[src/rtl/alu_pkg.sv]
// Shared types and constants for the ALU status/flag pipeline stage.
package alu_pkg;

  // Bit positions of each flag inside the 4-bit {N,Z,C,O} flag word.
  localparam int FLAG_N = 3;
  localparam int FLAG_Z = 2;
  localparam int FLAG_C = 1;
  localparam int FLAG_O = 0;

  // Flag word; declaration order puts n in bit 3 and o in bit 0.
  typedef struct packed {
    logic n;
    logic z;
    logic c;
    logic o;
  } flags_t;

  // Occupancy of the head/skid buffer pair.
  typedef enum logic [1:0] {
    EMPTY = 2'd0,
    ONE   = 2'd1,
    FULL  = 2'd2
  } buf_state_t;

endpackage

[src/rtl/sat_counter.sv]
// Saturating event counter with a synchronous clear.
// A clear that coincides with an event restarts the count at one, so the
// event seen in the clearing cycle is not lost.
module sat_counter #(
  parameter int CNT_W = 8
) (
  input  logic             clk,
  input  logic             rst_n,
  input  logic             inc,
  input  logic             clr,
  output logic [CNT_W-1:0] count
);

  localparam logic [CNT_W-1:0] CNT_ZERO = {CNT_W{1'b0}};
  localparam logic [CNT_W-1:0] CNT_ONE  = {{(CNT_W-1){1'b0}}, 1'b1};
  localparam logic [CNT_W-1:0] CNT_MAX  = {CNT_W{1'b1}};

  logic [CNT_W-1:0] count_r;

  // Count register: clear wins over increment, increment stops at all-ones.
  always_ff @(posedge clk or negedge rst_n) begin
    if (!rst_n) begin
      count_r <= CNT_ZERO;
    end else if (clr) begin
      count_r <= inc ? CNT_ONE : CNT_ZERO;
    end else if (inc && (count_r != CNT_MAX)) begin
      count_r <= count_r + CNT_ONE;
    end else begin
      count_r <= count_r;
    end
  end

  assign count = count_r;

endmodule

[src/rtl/alu_status_pipe.sv]
// Registered flag/result stage behind the ALU adder and overflow-flag selector.
// Results are captured with derived N/Z/C/O flags into a head register and a
// one-entry skid register, so in_ready depends only on local state.
// A sticky overflow bit and a saturating overflow counter track accepted
// overflows for the control unit.
module alu_status_pipe
  import alu_pkg::*;
#(
  parameter int WIDTH = 8,
  parameter int CNT_W = 8
) (
  input  logic             clk,
  input  logic             rst_n,
  input  logic             in_valid,
  output logic             in_ready,
  input  logic [WIDTH-1:0] in_result,
  input  logic             in_cout,
  input  logic             in_oflag,
  input  logic             in_mode,
  output logic             out_valid,
  input  logic             out_ready,
  output logic [WIDTH-1:0] out_result,
  output logic [3:0]       out_flags,
  input  logic             clr_sticky,
  output logic             sticky_ovf,
  output logic [CNT_W-1:0] ovf_count
);

  buf_state_t       state_r;
  buf_state_t       state_nxt_s;
  logic [WIDTH-1:0] h_result_r;
  logic [WIDTH-1:0] h_result_nxt_s;
  logic [WIDTH-1:0] s_result_r;
  logic [WIDTH-1:0] s_result_nxt_s;
  flags_t           h_flags_r;
  flags_t           h_flags_nxt_s;
  flags_t           s_flags_r;
  flags_t           s_flags_nxt_s;
  flags_t           in_flags_s;
  logic             in_ready_r;
  logic             out_valid_r;
  logic             sticky_r;
  logic             accept_s;
  logic             pop_s;
  logic             ovf_accept_s;

  assign accept_s     = in_valid & in_ready_r;
  assign pop_s        = out_valid_r & out_ready;
  assign ovf_accept_s = accept_s & in_flags_s.o;

  // Flag derivation; logic ops never report carry or overflow.
  always_comb begin
    in_flags_s   = 4'b0000;
    in_flags_s.n = in_result[WIDTH-1];
    in_flags_s.z = (in_result == {WIDTH{1'b0}});
    in_flags_s.c = in_cout & in_mode;
    in_flags_s.o = in_oflag & in_mode;
  end

  // Buffer next-state and head/skid register next values.
  always_comb begin
    state_nxt_s    = state_r;
    h_result_nxt_s = h_result_r;
    h_flags_nxt_s  = h_flags_r;
    s_result_nxt_s = s_result_r;
    s_flags_nxt_s  = s_flags_r;
    case (state_r)
      EMPTY: begin
        if (accept_s) begin
          state_nxt_s    = ONE;
          h_result_nxt_s = in_result;
          h_flags_nxt_s  = in_flags_s;
        end else begin
          state_nxt_s = EMPTY;
        end
      end
      ONE: begin
        if (accept_s && pop_s) begin
          state_nxt_s    = ONE;
          h_result_nxt_s = in_result;
          h_flags_nxt_s  = in_flags_s;
        end else if (accept_s) begin
          state_nxt_s    = FULL;
          s_result_nxt_s = in_result;
          s_flags_nxt_s  = in_flags_s;
        end else if (pop_s) begin
          state_nxt_s = EMPTY;
        end else begin
          state_nxt_s = ONE;
        end
      end
      FULL: begin
        // in_ready is low here, so only a pop can move the buffer.
        if (pop_s) begin
          state_nxt_s    = ONE;
          h_result_nxt_s = s_result_r;
          h_flags_nxt_s  = s_flags_r;
        end else begin
          state_nxt_s = FULL;
        end
      end
      default: begin
        state_nxt_s = EMPTY;
      end
    endcase
  end

  // Buffer state, storage and handshake outputs registered from next state.
  always_ff @(posedge clk or negedge rst_n) begin
    if (!rst_n) begin
      state_r     <= EMPTY;
      h_result_r  <= {WIDTH{1'b0}};
      h_flags_r   <= 4'b0000;
      s_result_r  <= {WIDTH{1'b0}};
      s_flags_r   <= 4'b0000;
      in_ready_r  <= 1'b1;
      out_valid_r <= 1'b0;
    end else begin
      state_r     <= state_nxt_s;
      h_result_r  <= h_result_nxt_s;
      h_flags_r   <= h_flags_nxt_s;
      s_result_r  <= s_result_nxt_s;
      s_flags_r   <= s_flags_nxt_s;
      in_ready_r  <= (state_nxt_s != FULL);
      out_valid_r <= (state_nxt_s != EMPTY);
    end
  end

  // Sticky overflow: a new accepted overflow wins over a simultaneous clear.
  always_ff @(posedge clk or negedge rst_n) begin
    if (!rst_n) begin
      sticky_r <= 1'b0;
    end else if (ovf_accept_s) begin
      sticky_r <= 1'b1;
    end else if (clr_sticky) begin
      sticky_r <= 1'b0;
    end else begin
      sticky_r <= sticky_r;
    end
  end

  sat_counter #(
    .CNT_W (CNT_W)
  ) u_ovf_cnt (
    .clk   (clk),
    .rst_n (rst_n),
    .inc   (ovf_accept_s),
    .clr   (clr_sticky),
    .count (ovf_count)
  );

  assign in_ready   = in_ready_r;
  assign out_valid  = out_valid_r;
  assign out_result = h_result_r;
  assign out_flags  = h_flags_r;
  assign sticky_ovf = sticky_r;

endmodule

[config.mk]
export PLATFORM = sky130hd
export DESIGN_NAME = alu_status_pipe
export DESIGN_NICKNAME = d
export VERILOG_FILES = /design/src/rtl/alu_pkg.sv /design/src/rtl/sat_counter.sv /design/src/rtl/alu_status_pipe.sv
export SDC_FILE = /design/constraint.sdc
export NUM_CORES = 1
export LEC_CHECK = 0
export CAP_MARGIN = 25
export CORE_UTILIZATION = 36
export DETAILED_ROUTE_END_ITERATION = 10
export SYNTH_ARGS = -nofsm -noshare
export SYNTH_HDL_FRONTEND = slang
export SYNTH_HIERARCHICAL = 1
export SYNTH_SLANG_ARGS = --single-unit
[constraint.sdc]
create_clock -name clk -period 1.6 [get_ports clk]
set_input_delay 0.32 -clock clk [delete_from_list [all_inputs] [get_ports clk]]
set_output_delay 0.32 -clock clk [all_outputs]
set_load 0.02 [all_outputs]
[Yosys cells after proc, flatten, opt, wreduce, memory -nomap -nowiden]
Cells that the tools add are included.
Cells by class
  add/subtract/negate cells: 1
  $mul: 0
  div/mod/pow operators: 0
  $lt $le $gt $ge: 0
  eq/ne operators: 7
  shift operators: 0
  muxes and demuxes: 19
  bitwise gates (word level): 6
  reduce and logical (&&, ||, !) cells: 10
Operators with widths (count)
  8-bit two-way mux: 5
  8-bit case mux with 3 select lines: 1
  4-bit two-way mux: 3
  4-bit case mux with 3 select lines: 1
  8-bit by 1-bit adder with 8-bit output (second input constant): 1
  8-bit logical NOT: 1
  2-bit inequality test (second input constant): 4
  8-bit inequality test (second input constant): 1
  2-bit two-way mux: 3
  2-bit case mux with 3 select lines: 1
  2-bit nonzero test: 3
  1-bit bitwise AND: 5
  1-bit two-way mux: 5
  4-bit AND reduction: 1
  3-bit AND reduction: 1
  3-bit nonzero test: 1
  2-bit by 1-bit equality test with 1-bit output (second input constant): 1
  2-bit equality test (second input constant): 1
  1-bit logical AND: 2
  2-bit logical NOT: 1
  1-bit inverter: 1
Word-level totals
  register bits after elaboration: 37
  latch bits: 0
  RAM bits: 0
  ROM bits: 0
  input port bits: 16
  output and inout port bits: 23
  memories kept: 0

[Longest topological paths before layout]
Gate-level depths: netlist (run 1).
  depth after elaboration: 6
  mapped depth: 5
  mapped depth without buffers: 5

[Modules after synthesis]
Netlist (run 1), hierarchy kept.
By module, submodules not included
  alu_status_pipe: times used 1, cells an instance 88, area an instance 1330.0 um^2
  sat_counter: times used 1, cells an instance 47, area an instance 473.0 um^2

[Least setup slack after synthesis (run 1)]
No wires, ideal clock.
  kind: reg-to-reg
  start point: reg in_ready_r, in the netlist in_ready
  end point: reg u_ovf_cnt.count_r[5], in the netlist u_ovf_cnt/count[5]
  setup time: 132 ps
  arrival time: 1562 ps
  data required time: 1468 ps
  slack: -94 ps
  stages on the path, launching flop included: 6
  buffers on the path: 0
  period minus slack after synthesis: 1694 ps
  path through: dfstp_2 > nand2_1 > nor2_1 > nand4_2 > a2111oi_2 > nor3b_1
On the way
  longest elaborated chain between the ends: 4
Ends and longest elaborated chain
  start, declared: line alu_status_pipe.sv:40  | logic in_ready_r;
  start signal, assigned: line alu_status_pipe.sv:124  | in_ready_r <= (state_nxt_s != FULL);
  1-bit bitwise AND: line alu_status_pipe.sv:47  | assign accept_s = in_valid & in_ready_r;
  1-bit bitwise AND: line alu_status_pipe.sv:49  | assign ovf_accept_s = accept_s & in_flags_s.o;
  net ovf_accept_s: line alu_status_pipe.sv:45  | logic ovf_accept_s;
  1-bit logical AND: line sat_counter.sv:26  | end else if (inc && (count_r != CNT_MAX)) begin
  2-bit nonzero test (no line)
  end signal, assigned: line sat_counter.sv:25  | count_r <= inc ? CNT_ONE : CNT_ZERO;
  end signal, assigned: line sat_counter.sv:27  | count_r <= count_r + CNT_ONE;
  end signal, assigned: line sat_counter.sv:29  | count_r <= count_r;
  end, declared: line sat_counter.sv:18  | logic [CNT_W-1:0] count_r;
The timed path passes the listed nets, and every way through them passes these cells.
A chain may end at the register's enable or synchronous reset.

[Worst setup path after layout (run 1)]
  start point: reg in_ready_r, in the netlist in_ready
  end point: reg h_result_r[0], in the netlist out_result[0]
On the way
  longest elaborated chain between the ends: 4
  elaborated cells on any way between the ends: 5
Ends and longest elaborated chain
  1-bit bitwise AND (*): line alu_status_pipe.sv:47
  1-bit logical AND: line alu_status_pipe.sv:78  | if (accept_s && pop_s) begin
  2-bit inequality test (no line)
  4-bit AND reduction (no line) (*)
  end signal, assigned: line alu_status_pipe.sv:112  | h_result_r <= {WIDTH{1'b0}};
  end signal, assigned: line alu_status_pipe.sv:120  | h_result_r <= h_result_nxt_s;
  end, declared: line alu_status_pipe.sv:31  | logic [WIDTH-1:0] h_result_r;
Mark *: on every way between the ends. The rest lies on a longest branch, timed or not.

==> metrics.csv, run 1 <==
stage;metric;value;unit
floorplanning;initial core utilization;37.67;%
clock_network;CTS Buf Count;5;
logic_synthesis;EDFF count, synth;0;
timing;measured slew at the worst slew-check pin;0.3453;ns
grt;largest net degree at the start of global routing;36;
worst_setup_path;CP Launch Type;register;
logic_synthesis;Yosys top cell area share;47.19;%
run_status;status;complete, but fails checks;
logic_synthesis;post-synthesis average cell area;13.36;sq um
timing;fmax;619.0;MHz
finish;layout cells sized above 1;34.52;%
clock_network;Clock Latency Late Sink;0.29;ns
logic_synthesis;Yosys top cell by area;dfrtp_1;
logic_synthesis;syn_nets;152;
logic_synthesis;Seq cells post-synth;35;
worst_setup_path;R2R Path Start;in_ready$_DFF_PN1_;
drt;routed length per instance;14.81;um
logic_synthesis;Mapped Area;0.001803;sq mm
logic_synthesis;mux share of post-synthesis cell area;24.36;%
worst_setup_path;critical path capture point type;register;
clock_network;maximum root-to-sink buffer count;2;
timing;Final period util;101.0;%
timing;Min Hold Slack;0.3957;ns
place;hpwl dp;2.734;mm
drt;vias per cell;4.894;
place;IO buf count;38;
logic_synthesis;Synth Area in XOR/XNOR;0.4858;%
drt;DRC;0;
logic_synthesis;asr flop ratio synth;100.0;%
clock_network;Clk Tree Root Cell;clkbuf_8;
logic_synthesis;sequential area share after synthesis;48.65;%
logic_synthesis;Synth Instances;135;
finish;Final #Nets;213;
floorplanning;row count;25;
drt;Routed Antenna Nets;0;
worst_setup_path;critical path class;reg -> reg;
logic_synthesis;main combinational cell family by area after synthesis;multiplexers;
clock_network;clock-pin slew on the worst setup and hold paths;0.07;ns
grt;first-pass GRT wire length;6.348;mm
logic_synthesis;Most used DFF post-synth;dfrtp_1;
grt;GRT overflow;0;
drt;Starting DRT DRC Count;41;
worst_setup_path;Crit Path Max Fanout;4;
pwr;LEAKAGE;1.321;nW
worst_setup_path;Crit path arrival time;1.79;ns
logic_synthesis;top post-synthesis cells by area;dfrtp_1 (47%), mux2_4 (16%), mux2_1 (5.0%), buf_6 (1.9%), mux2_2 (1.9%);
clock_network;H-tree levels;2;
logic_synthesis;Synth Area in Compound Gates;10.27;%
clock_network;Hold Buf Count CTS;0;
logic_synthesis;most common cell in the netlist;dfrtp_1;
logic_synthesis;synth warn;6;
timing;Hold Vio Cnt, Final;0;
timing;fin crit period;1.616;ns
timing;normalized max-slew margin;76.93;%
clock_network;CTS Sinks;35;
logic_synthesis;Yosys cell types;45;
finish;Fill cells;409;
flow_run;MaxCap Viol Count;0;
logic_synthesis;Post-synth top cells;dfrtp_1 (34), mux2_4 (19), mux2_1 (8);
floorplanning;chip height;72.77;um
place;Final Wtd Congestion;0.7557;
pwr;peak supply drop;0.0006903;V
grt;initial antenna violation count;0;
floorplanning;Core Area;0.004786;sq mm
drt;total detailed-routing wirelength;3.911;mm
drt;DRT Pass-1 Iters;4;
finish;Diodes inserted;0;
timing;Post-Route Skew;0.006215;ns
logic_synthesis;post-synthesis adder-cell area fraction;0.6940;%
timing;Max Slew Vio Count;0;
clock_network;CTS tree;built;
floorplanning;die area;0.005295;sq mm
run_status;violated checks;setup timing;
grt;GR Util All Layers;16.08;%
worst_setup_path;CP required;1.78;ns
finish;post-route cell area;0.002580;sq mm
hold_path;Tightest Hold Check Type;in -> async;
worst_setup_path;origin of the worst setup path;in_ready$_DFF_PN1_;
finish;Synth-to-Final Area Change;43.09;%
pwr;P per Cell Area;1577;mW/mm^2
grt;number of global-route vias before repair;1289;
logic_synthesis;Simple-Gate Fraction of Synth Area;11.59;%
drt;vias;1292;
timing;RSZ-0062 raised after global routing;true;
timing;final setup fails;7;
place;placed cell area;0.002395;sq mm
floorplanning;# IOs;39;
timing;post-route setup slack;-0.01552;ns
floorplanning;die width;72.77;um
sequential cells by signal, summed over array words and instances (netlist names):
name / cells
out_flags: 3
out_result: 8
out_valid: 1
u_ovf_cnt/count: 8
s_flags_r: 3
sticky_ovf: 1
in_ready: 1
state_r: 2
s_result_r: 8
cell type report:
| type | count | area, sq um | share of cell area [%] |
|---|---|---|---|
| flip-flops and latches | 35 | 878.3 | 34.04 |
| clock inverters | 2 | 35.03 | 1.358 |
| repair buffers | 60 | 590.6 | 22.89 |
| inverters | 5 | 18.77 | 0.7275 |
| multi-input cells | 89 | 890.9 | 34.53 |
| well taps | 67 | 83.83 | 3.249 |
| clock buffers | 6 | 82.58 | 3.201 |
per-layer routing:
layer / vias to the layer above / GRT usage, % / share of wire [%]
li1: 612 / - / -
met1: 642 / 20.58 / 46
met2: 32 / 26.06 / 48
met3: 6 / 5.249 / 4.5
met4: 0 / 4.575 / 0.92
met5: - / 0 / 0
path summary, 6_finish.rpt:
path	cells after the start	slack, ns	endpoint
max	4	-0.02	out_result[0]$_DFFE_PN0P_
min	2	0.40	out_result[4]$_DFFE_PN0P_
min reg2reg	1	0.51	s_result_r[0]$_DFFE_PN0P_
max reg2reg	4	-0.02	out_result[0]$_DFFE_PN0P_
min in group clk	3	0.47	out_valid$_DFF_PN0_
max in group asynchronous	2	0.96	in_ready$_DFF_PN1_
per-stage QoR:
stage	cells	worst slack, ns	utilization, %	total power, mW	TNS, ns
3_3_place_gp	254	-0.3008	50.04	3.183	-6.018
5_1_grt	264	-0.03982	53.91	4.289	-0.3852
4_1_cts	262	-0.002566	52.31	4.059	-0.002782
6_report	264	-0.01552	53.91	4.069	-0.06364
2_1_floorplan	135	0.01871	-	2.566	0
3_5_place_dp	254	-0.3432	50.04	3.247	-6.881
critical path: stages, from the launching register on:
cell	delay (ns)
dfstp_2	0.58
nand2_4	0.09
o32ai_4	0.31
buf_4	0.22
mux2_4	0.30
logic make-up (layout without fill, tap and decap cells):
kind of cell,after synthesis,after routing
DFF,35,35
muxes,33,33
and+or+nand+nor,31,31
AOI/OAI and AO/OA,23,23
buffers and inverters,11,73
adders and majority gates,1,1
xor gates and xnor gates,1,1
placed cells by master (no fill, tap or decap), types with 2 or more instances in the layout:
cell type,count
clkbuf_8,6
dlymetal6s2s_1,12
mux2_2,3
inv_1,5
o22ai_1,2
a21oi_1,6
or3_1,2
mux2_1,8
mux2i_1,3
buf_12,2
clkdlybuf4s50_1,15
o21ai_0,4
dlygate4sd2_1,11
nand2b_1,4
mux2_4,19
nand2_1,6
dfrtp_1,33
buf_4,19
power by group:
group	switching [mW]	internal (mW)
clock	0.324	0.504
sequential	0.218	1.22
combinational	0.753	1.06
timing repair:
item / CTS / global route
setup buffers: 0 / 1
pin swaps: 0 / 3
setup endpoints to repair: 21 / 26
gates cloned: 0 / 1
gates resized for setup: 13 / 19
No activity file was read; power rests on OpenSTA's default activity.
==> run 2: changes to the inputs <==
--- a/config.mk
+++ b/config.mk
@@ -5,9 +5,12 @@
 export SDC_FILE = /design/constraint.sdc
 export NUM_CORES = 1
 export LEC_CHECK = 0
+export ABC_AREA = 1
 export CAP_MARGIN = 25
-export CORE_UTILIZATION = 36
+export CORE_UTILIZATION = 45
+export CTS_CLUSTER_DIAMETER = 100
 export DETAILED_ROUTE_END_ITERATION = 10
+export PLACE_DENSITY = 0.75
 export SYNTH_ARGS = -nofsm -noshare
 export SYNTH_HDL_FRONTEND = slang
 export SYNTH_HIERARCHICAL = 1
==> run 2 against run 1 <==
The run now ends clean; core utilization grew 9.9 points; total power shrank 7.5%; setup slack gained 0.048 ns; fmax grew 3.1%; sequential power shrank 3%; clock skew shrank 0.0020 ns; worst hold slack gained 0.0029 ns; global-route usage grew 4.4 points; first-iteration DRC count grew to 3.0 times the previous value; cell area shrank 7.5%; routed wire length shrank 5.3%; non-clock buffer count shrank 14; critical endpoint is now out_flags[0]; largest cell class is now flip-flops and latches; largest power group unchanged.
==> metrics.csv, run 2 <==
stage;metric;value;unit;change
floorplanning;# IOs;39;;unchanged
grt;initial antenna violation count;0;;unchanged
logic_synthesis;Yosys top cell by area;dfrtp_1;;
grt;GRT overflow;0;;unchanged
drt;vias per cell;4.757;;-2.8%
pwr;combinational power share;41.5;%;-2.9 points
drt;total detailed-routing wirelength;3.703;mm;-5.3%
clock_network;CTS tree;built;;
worst_setup_path;critical path buffer and inverter count;1;;unchanged
logic_synthesis;most common cell in the netlist;nand2_1;;
floorplanning;chip height;64.99;um;-11%
worst_setup_path;critical path capture point type;primary output;;
floorplanning;row count;22;;-12%
logic_synthesis;syn_nets;245;;+61%
worst_setup_path;critical path depth in cells;1;;-3
finish;Diodes inserted;0;;unchanged
worst_setup_path;Crit path arrival time;1.25;ns;-0.54 ns
timing;normalized max-slew margin;80.92;%;+4.0 points
grt;number of global-route vias before repair;1472;;+14%
pwr;clock power share;21.9;%;+1.6 points
worst_setup_path;CP Cell Sequence;clkdlybuf4s50_1;;
worst_setup_path;CP max stage delay;0.60;ns;+0.02 ns
floorplanning;die area;0.004224;sq mm;-20%
clock_network;postcts setup bufs;0;;unchanged
clock_network;maximum root-to-sink buffer count;2;;unchanged
worst_setup_path;Crit Path Max Fanout;2;;-2
logic_synthesis;Synth Instances;228;;+69%
flow_run;MaxCap Viol Count;0;;unchanged
clock_network;Clock Latency Late Sink;0.28;ns;about the same
worst_setup_path;origin of the worst setup path;out_flags[0]$_DFFE_PN0P_;;
drt;DRT Pass-1 Iters;4;;unchanged
logic_synthesis;sequential area share after synthesis;49.12;%;+0.48 points
pwr;Tot Pwr;3.766;mW;-7.5%
drt;Routed Antenna Nets;0;;unchanged
grt;first-pass GRT wire length;6.555;mm;+3.3%
timing;measured slew at the worst slew-check pin;0.2844;ns;-0.06085 ns
run_status;status;finished, final reports clean;;
finish;highest-count cells in the layout ignoring fill and taps;nand2_1 (115), dfrtp_1 (34), clkdlybuf4s50_1 (21);;
logic_synthesis;Most used DFF post-synth;dfrtp_1;;
timing;Final period util;97.96;%;-3.0 points
logic_synthesis;asr flop ratio synth;100.0;%;unchanged
place;hpwl dp;2.660;mm;-2.7%
logic_synthesis;post-synthesis average cell area;7.831;sq um;-41%
worst_setup_path;r2r worst-path depth;6;;+2
timing;Min Hold Slack;0.3985;ns;+0.002851 ns
worst_setup_path;CP required;1.28;ns;-0.50 ns
worst_setup_path;slowest cell on the critical path;clkdlybuf4s50_1;;
pwr;Sw Pwr;1.458;mW;+13%
finish;layout cells sized above 1;13.72;%;-21 points
floorplanning;die width;64.99;um;-11%
place;pre-CTS setup slack;-0.03760;ns;+0.3056 ns
worst_setup_path;Worst path top cell family by delay;buffers and inverters;;
place;Final Wtd Congestion;0.8782;;+16%
clock_network;Clk Tree Root Cell;clkbuf_8;;
drt;Starting DRT DRC Count;124;;+200%
timing;Max Slew Vio Count;0;;unchanged
pwr;Flop pwr share;36.7;%;+1.5 points
finish;Synth-to-Final Area Change;33.71;%;
pwr;P per Cell Area;1577;mW/mm^2;about the same
place;placed cell area;0.002265;sq mm;-5.4%
floorplanning;Core Area;0.003744;sq mm;-22%
drt;vias;1546;;+20%
finish;post-route cell area;0.002387;sq mm;-7.5%
finish;Final #Nets;293;;+38%
logic_synthesis;Seq cells post-synth;35;;unchanged
timing;fmax;638.0;MHz;+3.1%
pwr;LEAKAGE;1.357;nW;+2.7%
timing;final setup fails;0;;-7
clock_network;CTS Buf Count;5;;unchanged
logic_synthesis;top post-synthesis cells by area;dfrtp_1 (48%), nand2_1 (24%), nor2_1 (3.2%), nand3_1 (2.8%), inv_1 (2.5%);;
logic_synthesis;EDFF count, synth;0;;unchanged
pwr;peak supply drop;0.0007504;V;+8.7%
hold_path;Tightest Hold Check Type;in -> async;;
logic_synthesis;Yosys cell types;28;;-38%
worst_setup_path;critical path class;reg -> out;;
logic_synthesis;Mapped Area;0.001785;sq mm;-0.97%
timing;Post-Route Skew;0.004197;ns;-0.002018 ns
clock_network;clock-pin slew on the worst setup and hold paths;0.07;ns;about the same
timing;RSZ-0062 raised after global routing;false;;
worst_setup_path;CP Capture Point;out_flags[0];;
grt;GR Util All Layers;20.49;%;+4.4 points
timing;Hold Vio Cnt, Final;0;;unchanged
drt;DRC;0;;unchanged
logic_synthesis;Yosys top cell area share;47.65;%;+0.46 points
worst_setup_path;R2R Path Start;u_ovf_cnt/count[0]$_DFFE_PN0P_;;
finish;commonest non-fill, non-tap cell in the layout;nand2_1;;
pwr;Internal;2.308;mW;-17%
pwr;Switching Share;38.71;%;+6.9 points
grt;largest net degree at the start of global routing;36;;unchanged
floorplanning;initial core utilization;47.69;%;+10 points
finish;final core occ;63.77;%;+9.9 points
logic_synthesis;Post-synth top cells;nand2_1 (115), dfrtp_1 (34), nor2_1 (15);;
drt;routed length per instance;11.39;um;-23%
clock_network;H-tree levels;2;;unchanged
worst_setup_path;CP Launch Type;register;;
logic_synthesis;synth warn;6;;unchanged
timing;post-route setup slack;0.03264;ns;+0.04816 ns
worst_setup_path;R2R setup slack;0.17;ns;+0.19 ns
clock_network;CTS Sinks;35;;unchanged
worst_setup_path;Critical R2R Capture;u_ovf_cnt/count[7]$_DFFE_PN0P_;;
timing;fin crit period;1.567;ns;-0.04816 ns
place;IO buf count;38;;unchanged
## run 2: layer usage
metal | routed length, um | GRT usage (%) | vias to the layer above
met3 | 143 | 3.697 | 5
met2 | 1783 | 33.98 | 45
li1 | - | - | 798
met5 | 0 | 0 | -
met4 | 50 | 7.778 | 0
met1 | 1726 | 26.35 | 698
## run 2: logic make-up (layout without fill, tap and decap cells)
family          count (synthesis)  count (layout)  share of synthesized area [%]
fa+ha+maj                       1               1                         0.7007
compound gates                 12              12                          4.205
simple gates                  157             157                          39.03
buf+inv                        22              71                          6.447
xor+xnor                        1               1                         0.4906
flops                          35              35                          49.12
## run 2: cell type report
cell class | instances | area (sq um)
repair buffers | 46 | 470.5
inverters | 17 | 66.31
well taps | 48 | 60.06
multi-input cells | 171 | 795.8
clock buffers | 6 | 82.58
flip-flops and latches | 35 | 877.1
clock inverters | 2 | 35.03
fillers | 346 | 1356
## run 2: how the worst min path moves through the flow
| stage | slack (ns) | startpoint | to |
|---|---|---|---|
| 3_3_place_gp | 0.45 | s_flags_r[2]$_DFFE_PN0P_ | s_flags_r[2]$_DFFE_PN0P_ |
| 2_1_floorplan | 0.02 | rst_n | out_flags[0]$_DFFE_PN0P_ |
| 5_1_grt | 0.41 | rst_n | u_ovf_cnt/count[6]$_DFFE_PN0P_ |
| 4_1_cts | 0.40 | rst_n | out_result[3]$_DFFE_PN0P_ |
| 3_5_place_dp | 0.46 | s_result_r[3]$_DFFE_PN0P_ | s_result_r[3]$_DFFE_PN0P_ |
| 6_report | 0.40 | rst_n | u_ovf_cnt/count[6]$_DFFE_PN0P_ |
## run 2: power by group through the flow
stage,sequential (mW),clock (mW),combinational (mW)
5_1_grt,1.42,0.880,1.75
3_3_place_gp,1.39,0,1.58
6_report,1.38,0.823,1.56
2_1_floorplan,1.56,0,0.888
3_5_place_dp,1.40,0,1.61
4_1_cts,1.38,0.844,1.59
## run 2: metrics by stage
stage           TNS, ns  cells
6_report              0    325
5_1_grt               0    325
4_1_cts               0    325
3_5_place_dp    -0.2568    317
3_3_place_gp   -0.06484    317
2_1_floorplan         0    228
## run 2: repair_timing
item / in CTS / in global routing
resized for setup: 10 / 7
endpoints found under the setup margin: 10 / 7
hold buffers: 0 / 0
==> patch 1, RTL diff (settings of run 1) <==
`CNT_W` is set to 8 in 2 places; all go to 12.
--- a/src/rtl/sat_counter.sv
+++ b/src/rtl/sat_counter.sv
@@ -2,7 +2,7 @@
 // A clear that coincides with an event restarts the count at one, so the
 // event seen in the clearing cycle is not lost.
 module sat_counter #(
-  parameter int CNT_W = 8
+  parameter int CNT_W = 12
 ) (
   input  logic             clk,
   input  logic             rst_n,
--- a/src/rtl/alu_status_pipe.sv
+++ b/src/rtl/alu_status_pipe.sv
@@ -7,7 +7,7 @@
   import alu_pkg::*;
 #(
   parameter int WIDTH = 8,
-  parameter int CNT_W = 8
+  parameter int CNT_W = 12
 ) (
   input  logic             clk,
   input  logic             rst_n,
Interface: changed (resized ovf_count); port bits go from 39 to 43. No check against the original RTL was run, so the function may have changed too.
==> patch 1 against run 1 <==
The run still ends with setup timing left; sequential cell count increased by 4; final area increased by 18%; power increased by 0.40%; non-clock buffer count increased by 27; setup slack got worse by 0.018 ns; routed wire length increased by 21%; area after synthesis increased by 11%; clock skew increased by 0.0032 ns.
==> patch 1: results (changes against run 1) <==
Status: finished, violations left
Violated checks: setup timing
# placed instances: 298 (+17%)
Leak pwr: 1.43 nW (+8.4%)
Synth Flop Type: dfrtp_1
HPWL after DPL: 3.42 mm (+25%)
First-pass GRT wire length: 7.86 mm (+24%)
Synth top cells by count: dfrtp_1, mux2_4, mux2_1, a21oi_1
Max_cap viols: 0 (unchanged)
Syn Nets: 172 (+13%)
Via density: 4.96 (+1.4%)
Share of synthesized flip-flops with an asynchronous set or reset: 1.00 (unchanged)
Total Routed Length: 4.73 mm (+21%)
Wirelength per Cell: 15.0 µm (+1.4%)
CTS Buffer Depth: 2 (unchanged)
Sequential area share after synthesis: 0.488 (+0.00135)
Arrival time at the worst endpoint: 1.81 ns (+0.02 ns)
Worst-margin pin slew: 0.461 ns (+0.115 ns)
DRT Pass-1 Iters: 4 (unchanged)
Max VDD drop: 0.879 mV (+27%)
Worst-path fanout max: 5 (+1)
Hold Vio Cnt, Final: 0 (unchanged)
Post-Syn Area per Cell: 12.9 µm² (-3.2%)
Clock transition at path regs: 0.08 ns
Endpoints failing setup: 5 (-2)
RD Place Congestion: 0.851 (+13%)
Initial antenna violation count: 0 (unchanged)
IO buf count: 42 (+11%)
CTS root buf: clkbuf_8
H-tree Lvls: 2 (unchanged)
Hold Path Class: input port to flip-flop
Largest register FFs: 12
Skew final: 0.00939 ns (+0.00317 ns)
Setup TNS: -0.0949 ns (-0.0312 ns)
All-layer global routing usage: 0.170 (+0.00947)
Layout cells sized above 1: 0.416 (+0.0711)
Synth area leaders: dfrtp_1, mux2_4, mux2_1
CTS Buf Count: 5 (unchanged)
Synth cell types: 42 (-6.7%)
Largest net degree at the start of global routing: 21 (-42%)
Setup ws final: -0.0333 ns (-0.0178 ns)
Nets@finish: 261 (+23%)
Clock latency on the worst-skew pair: 0.29 ns (about the same)
P_sw: 1.35 mW (+4.7%)
Initial drt markers: 53 (+29%)
Ant. Diodes: 0 (unchanged)
Synth warn: 6 (unchanged)
[patch 1: cells by family (layout without fill, tap and decap cells)]
| family | Yosys count | after routing | synth area share |
|---|---|---|---|
| AOI/OAI and AO/OA | 24 | 24 | 0.0906 |
| xor gates and xnor gates | 3 | 3 | 0.0131 |
| adders and majority gates | 1 | 1 | 0.00625 |
| buffers and inverters | 8 | 98 | 0.0281 |
| DFF | 39 | 39 | 0.488 |
| muxes | 35 | 35 | 0.230 |
| and+or+nand+nor | 45 | 45 | 0.144 |
[patch 1: area by class of cell]
class,count,area (µm²)
flip-flops and latches,39,980
repair buffers,87,786
multi-input cells,108,1080
inverters,3,11.3
clock buffers,6,72.6
clock inverters,2,12.5
fillers,438,2210
well taps,70,87.6
[patch 1: repair_timing]
item / 4_1_cts / 5_1_grt
gates resized for setup: 26 / 19
endpoints found under the setup margin: 38 / 35
pin swaps: 5 / 6
hold buffers: 1 / 0
hold endpoints to repair: 17 / 0
setup buffers: 2 / 6
[patch 1: path summary, 6_finish.rpt]
check                                          from                              to  slack, ns  depth (start not counted)
setup / recovery                 in_ready$_DFF_PN1_  u_ovf_cnt/count[9]$_DFFE_PN0P_      -0.03                          5
hold / removal                              in_mode        s_flags_r[1]$_DFFE_PN0P_       0.46                          3
setup reg to reg                 in_ready$_DFF_PN1_  u_ovf_cnt/count[9]$_DFFE_PN0P_      -0.03                          5
hold reg to reg            out_flags[0]$_DFFE_PN0P_        out_flags[0]$_DFFE_PN0P_       0.52                          1
max in group asynchronous                     rst_n       out_result[3]$_DFFE_PN0P_       0.55                          3
min in group asynchronous                     rst_n        s_flags_r[2]$_DFFE_PN0P_       0.51                          2
[patch 1: critical path, stage by stage (launching register included)]
cell,delay (ns)
dfstp_2,0.56
nand2_4,0.07
nor2_4,0.19
nand3_4,0.13
nor4b_4,0.24
mux2_4,0.32
[patch 1: routing by layer]
layer  wire [µm]  track usage  up-vias
met5           0            0        -
met1        2010        0.213      760
met2        2400        0.284       45
li1            -            -      746
met4          87       0.0577        0
met3         229       0.0443       12
[patch 1: power groups by stage]
stage               sequential, mW  combinational [mW]  clock (mW)
global route                  1.57                2.01       0.720
floorplan                     1.71               0.971           0
detailed placement            1.54                1.86           0
finish                        1.53                1.90       0.660
CTS                           1.53                1.81       0.685
global placement              1.53                1.82           0
[patch 1: per-stage QoR]
| stage | util | hold WS (ns) | worst slack [ns] | cell area (µm²) |
|---|---|---|---|---|
| after global placement | 0.533 | 0.287 | -0.340 | 2790 |
| final | 0.579 | 0.459 | -0.0333 | 3030 |
| after global routing | 0.579 | 0.476 | -0.120 | 3030 |
| after detailed placement | 0.533 | 0.299 | -0.400 | 2790 |
| after CTS | 0.553 | 0.520 | -0.0629 | 2900 |
| after floorplan | - | 0.0244 | -0.0832 | 2040 |
==> patch 2, RTL diff (config.mk and constraints of run 1) <==
Without the edit above. Register the input `in_mode` before use. The logic sees it one clock later. The other inputs are not delayed to match.
--- a/src/rtl/alu_status_pipe.sv
+++ b/src/rtl/alu_status_pipe.sv
@@ -26,6 +26,12 @@
   output logic [CNT_W-1:0] ovf_count
 );
 
+  logic in_mode_q;
+
+  always_ff @(posedge clk) begin
+    in_mode_q <= in_mode;
+  end
+
   buf_state_t       state_r;
   buf_state_t       state_nxt_s;
   logic [WIDTH-1:0] h_result_r;
@@ -53,8 +59,8 @@
     in_flags_s   = 4'b0000;
     in_flags_s.n = in_result[WIDTH-1];
     in_flags_s.z = (in_result == {WIDTH{1'b0}});
-    in_flags_s.c = in_cout & in_mode;
-    in_flags_s.o = in_oflag & in_mode;
+    in_flags_s.c = in_cout & in_mode_q;
+    in_flags_s.o = in_oflag & in_mode_q;
   end
 
   // Buffer next-state and head/skid register next values.
Formal check against the unedited RTL: not equivalent (a bounded check fails within 4 cycles, from zero or initial values and one cycle with rst_n low).
==> patch 2 against run 1 <==
Final area fell by 3.4%; routed wire length decreased by 2.9%; count of clock-buffer cells in the layout grew 2; setup slack better by 0.039 ns; global-route usage decreased by 0.36 points; power is 12% lower; area after synthesis down 2.0%; sequential cell count increased by 1.
==> patch 2: results (changes against run 1) <==
HPWL after DPL: 2.66 mm (-2.8%)
Syn Nets: 178 (+17%)
Layout cells sized above 1: 0.263 (-0.0825)
Leak pwr: 1.27 nW (-4.1%)
Vias in the first global route: 1341 (+4.0%)
Compound-gate portion of the synthesized area: 0.109 (+0.00636)
RD Place Congestion: 0.824 (+9.1%)
Portion of netlist area occupied by mux cells: 0.148 (-0.0956)
Initial antenna violation count: 0 (unchanged)
Met1 Usage GRT: 0.197 (-0.00852)
Via density: 4.89 (about the same)
Worst-path fanout max: 5 (+1)
Crit-path slowest cell: dfrtp_1
Arrival time at the worst endpoint: 1.74 ns (-0.05 ns)
Max VDD drop: 0.497 mV (-28%)
Skew final: 0.00427 ns (-0.00195 ns)
Met2 Usage GRT: 0.252 (-0.00907)
First-pass GRT wire length: 6.18 mm (-2.7%)
Synth area leaders: dfrtp_1, nand2_1, mux2_4
Cell count after synthesis: 161 (+19%)
Worst slew margin: 0.772 (+0.00273)
Initial drt markers: 47 (+15%)
Synth top cells by count: nand2_1, dfrtp_1, mux2_4, o21ai_0, mux2_2
Share of synthesized flip-flops with an asynchronous set or reset: 0.972 (-0.0278)
Sequential area share after synthesis: 0.508 (+0.0213)
Reg2Reg Setup Slack: 0.02 ns (+0.04 ns)
Nets@finish: 233 (+9.4%)
Layout Cells excl Fill: 284 (+7.6%)
Wirelength per Cell: 13.4 µm (-9.7%)
IO buf count: 38 (unchanged)
Worst r2r src: u_ovf_cnt/count[0]$_DFFE_PN0P_
Status: complete, no violations
Placement-stage cell area: 2330 µm² (-2.8%)
H-tree Lvls: 2 (unchanged)
CP max stage delay: 0.46 ns (-0.12 ns)
Synth Area in XOR/XNOR: 0 (-0.00486)
Synth Area in Adders: 0.00708 (+0.000143)
Met3 Use GR: 0.0542 (+0.00168)
All-layer global routing usage: 0.157 (-0.00364)
RR Endpoint: u_ovf_cnt/count[5]$_DFFE_PN0P_
## patch 2: cell types whose count changed after synthesis, sizes merged, moves of 2 or more
cell / run 1 / this run
buf: 5 / 7
mux2: 30 / 19
mux2i: 3 / 1
nand2: 7 / 41
nand3: 1 / 3
nor4: 0 / 2
o21ai: 4 / 10
or4: 2 / 0
## patch 2: critical path, delay by kind of cell (launching register included)
kind | cells | cell delay, ns
AO/OA/AOI/OAI | 1 | 0.38
adder cells (fa/ha/maj) | 1 | 0.26
flip-flops | 1 | 0.46
AND/OR/NAND/NOR | 2 | 0.36
## patch 2: final cells by class
type,count,area (µm²)
multi-input cells,113,848
well taps,67,83.8
flip-flops and latches,36,897
clock buffers,8,90.1
inverters,4,15.0
repair buffers,56,558
fillers,446,2230
## patch 2: how the worst max path moves through the flow
stage,from,endpoint,slack (ns),cells past startpoint
global route,u_ovf_cnt/count[0]$_DFFE_PN0P_,u_ovf_cnt/count[5]$_DFFE_PN0P_,-0.04,4
detailed placement,in_valid,out_result[0]$_DFFE_PN0P_,-0.33,6
finish,u_ovf_cnt/count[0]$_DFFE_PN0P_,u_ovf_cnt/count[5]$_DFFE_PN0P_,0.02,4
floorplan,in_ready$_DFF_PN1_,out_flags[1]$_DFFE_PN0P_,0.03,5
global placement,in_valid,out_result[2]$_DFFE_PN0P_,-0.27,6
CTS,out_result[7]$_DFFE_PN0P_,out_result[7],0.0002,1
## patch 2: kinds of logic after synthesis
kind of cell | after synthesis
simple gates | 64
flops | 36
compound gates | 28
mux | 20
buf+inv | 12
fa+ha+maj | 1
## patch 2: report_power, final
group	switching, mW	internal, mW	leakage, nW
clock network	0.301	0.351	0.0455
logic	0.689	0.867	0.772
registers	0.169	1.22	0.450
## patch 2: stage by stage
| step | worst slack (ns) | hold slack [ns] |
|---|---|---|
| 5_1_grt | -0.0404 | 0.414 |
| 6_report | 0.0233 | 0.410 |
| 2_1_floorplan | 0.0277 | 0.0244 |
| 4_1_cts | 0.000237 | 0.408 |
| 3_5_place_dp | -0.331 | 0.475 |
| 3_3_place_gp | -0.273 | 0.462 |
## patch 2: repair_timing
action,4_1_cts,5_1_grt
endpoints found under the setup margin,19,25
hold buffers,0,0
hold endpoints to repair,0,0
buffers inserted,1,0
gates resized for setup,11,18
## patch 2: layer usage
metal | wire length, µm | up-vias
met3 | 192 | 4
met2 | 1870 | 36
met1 | 1700 | 674
met4 | 34 | 0
met5 | 0 | -
li1 | - | 675
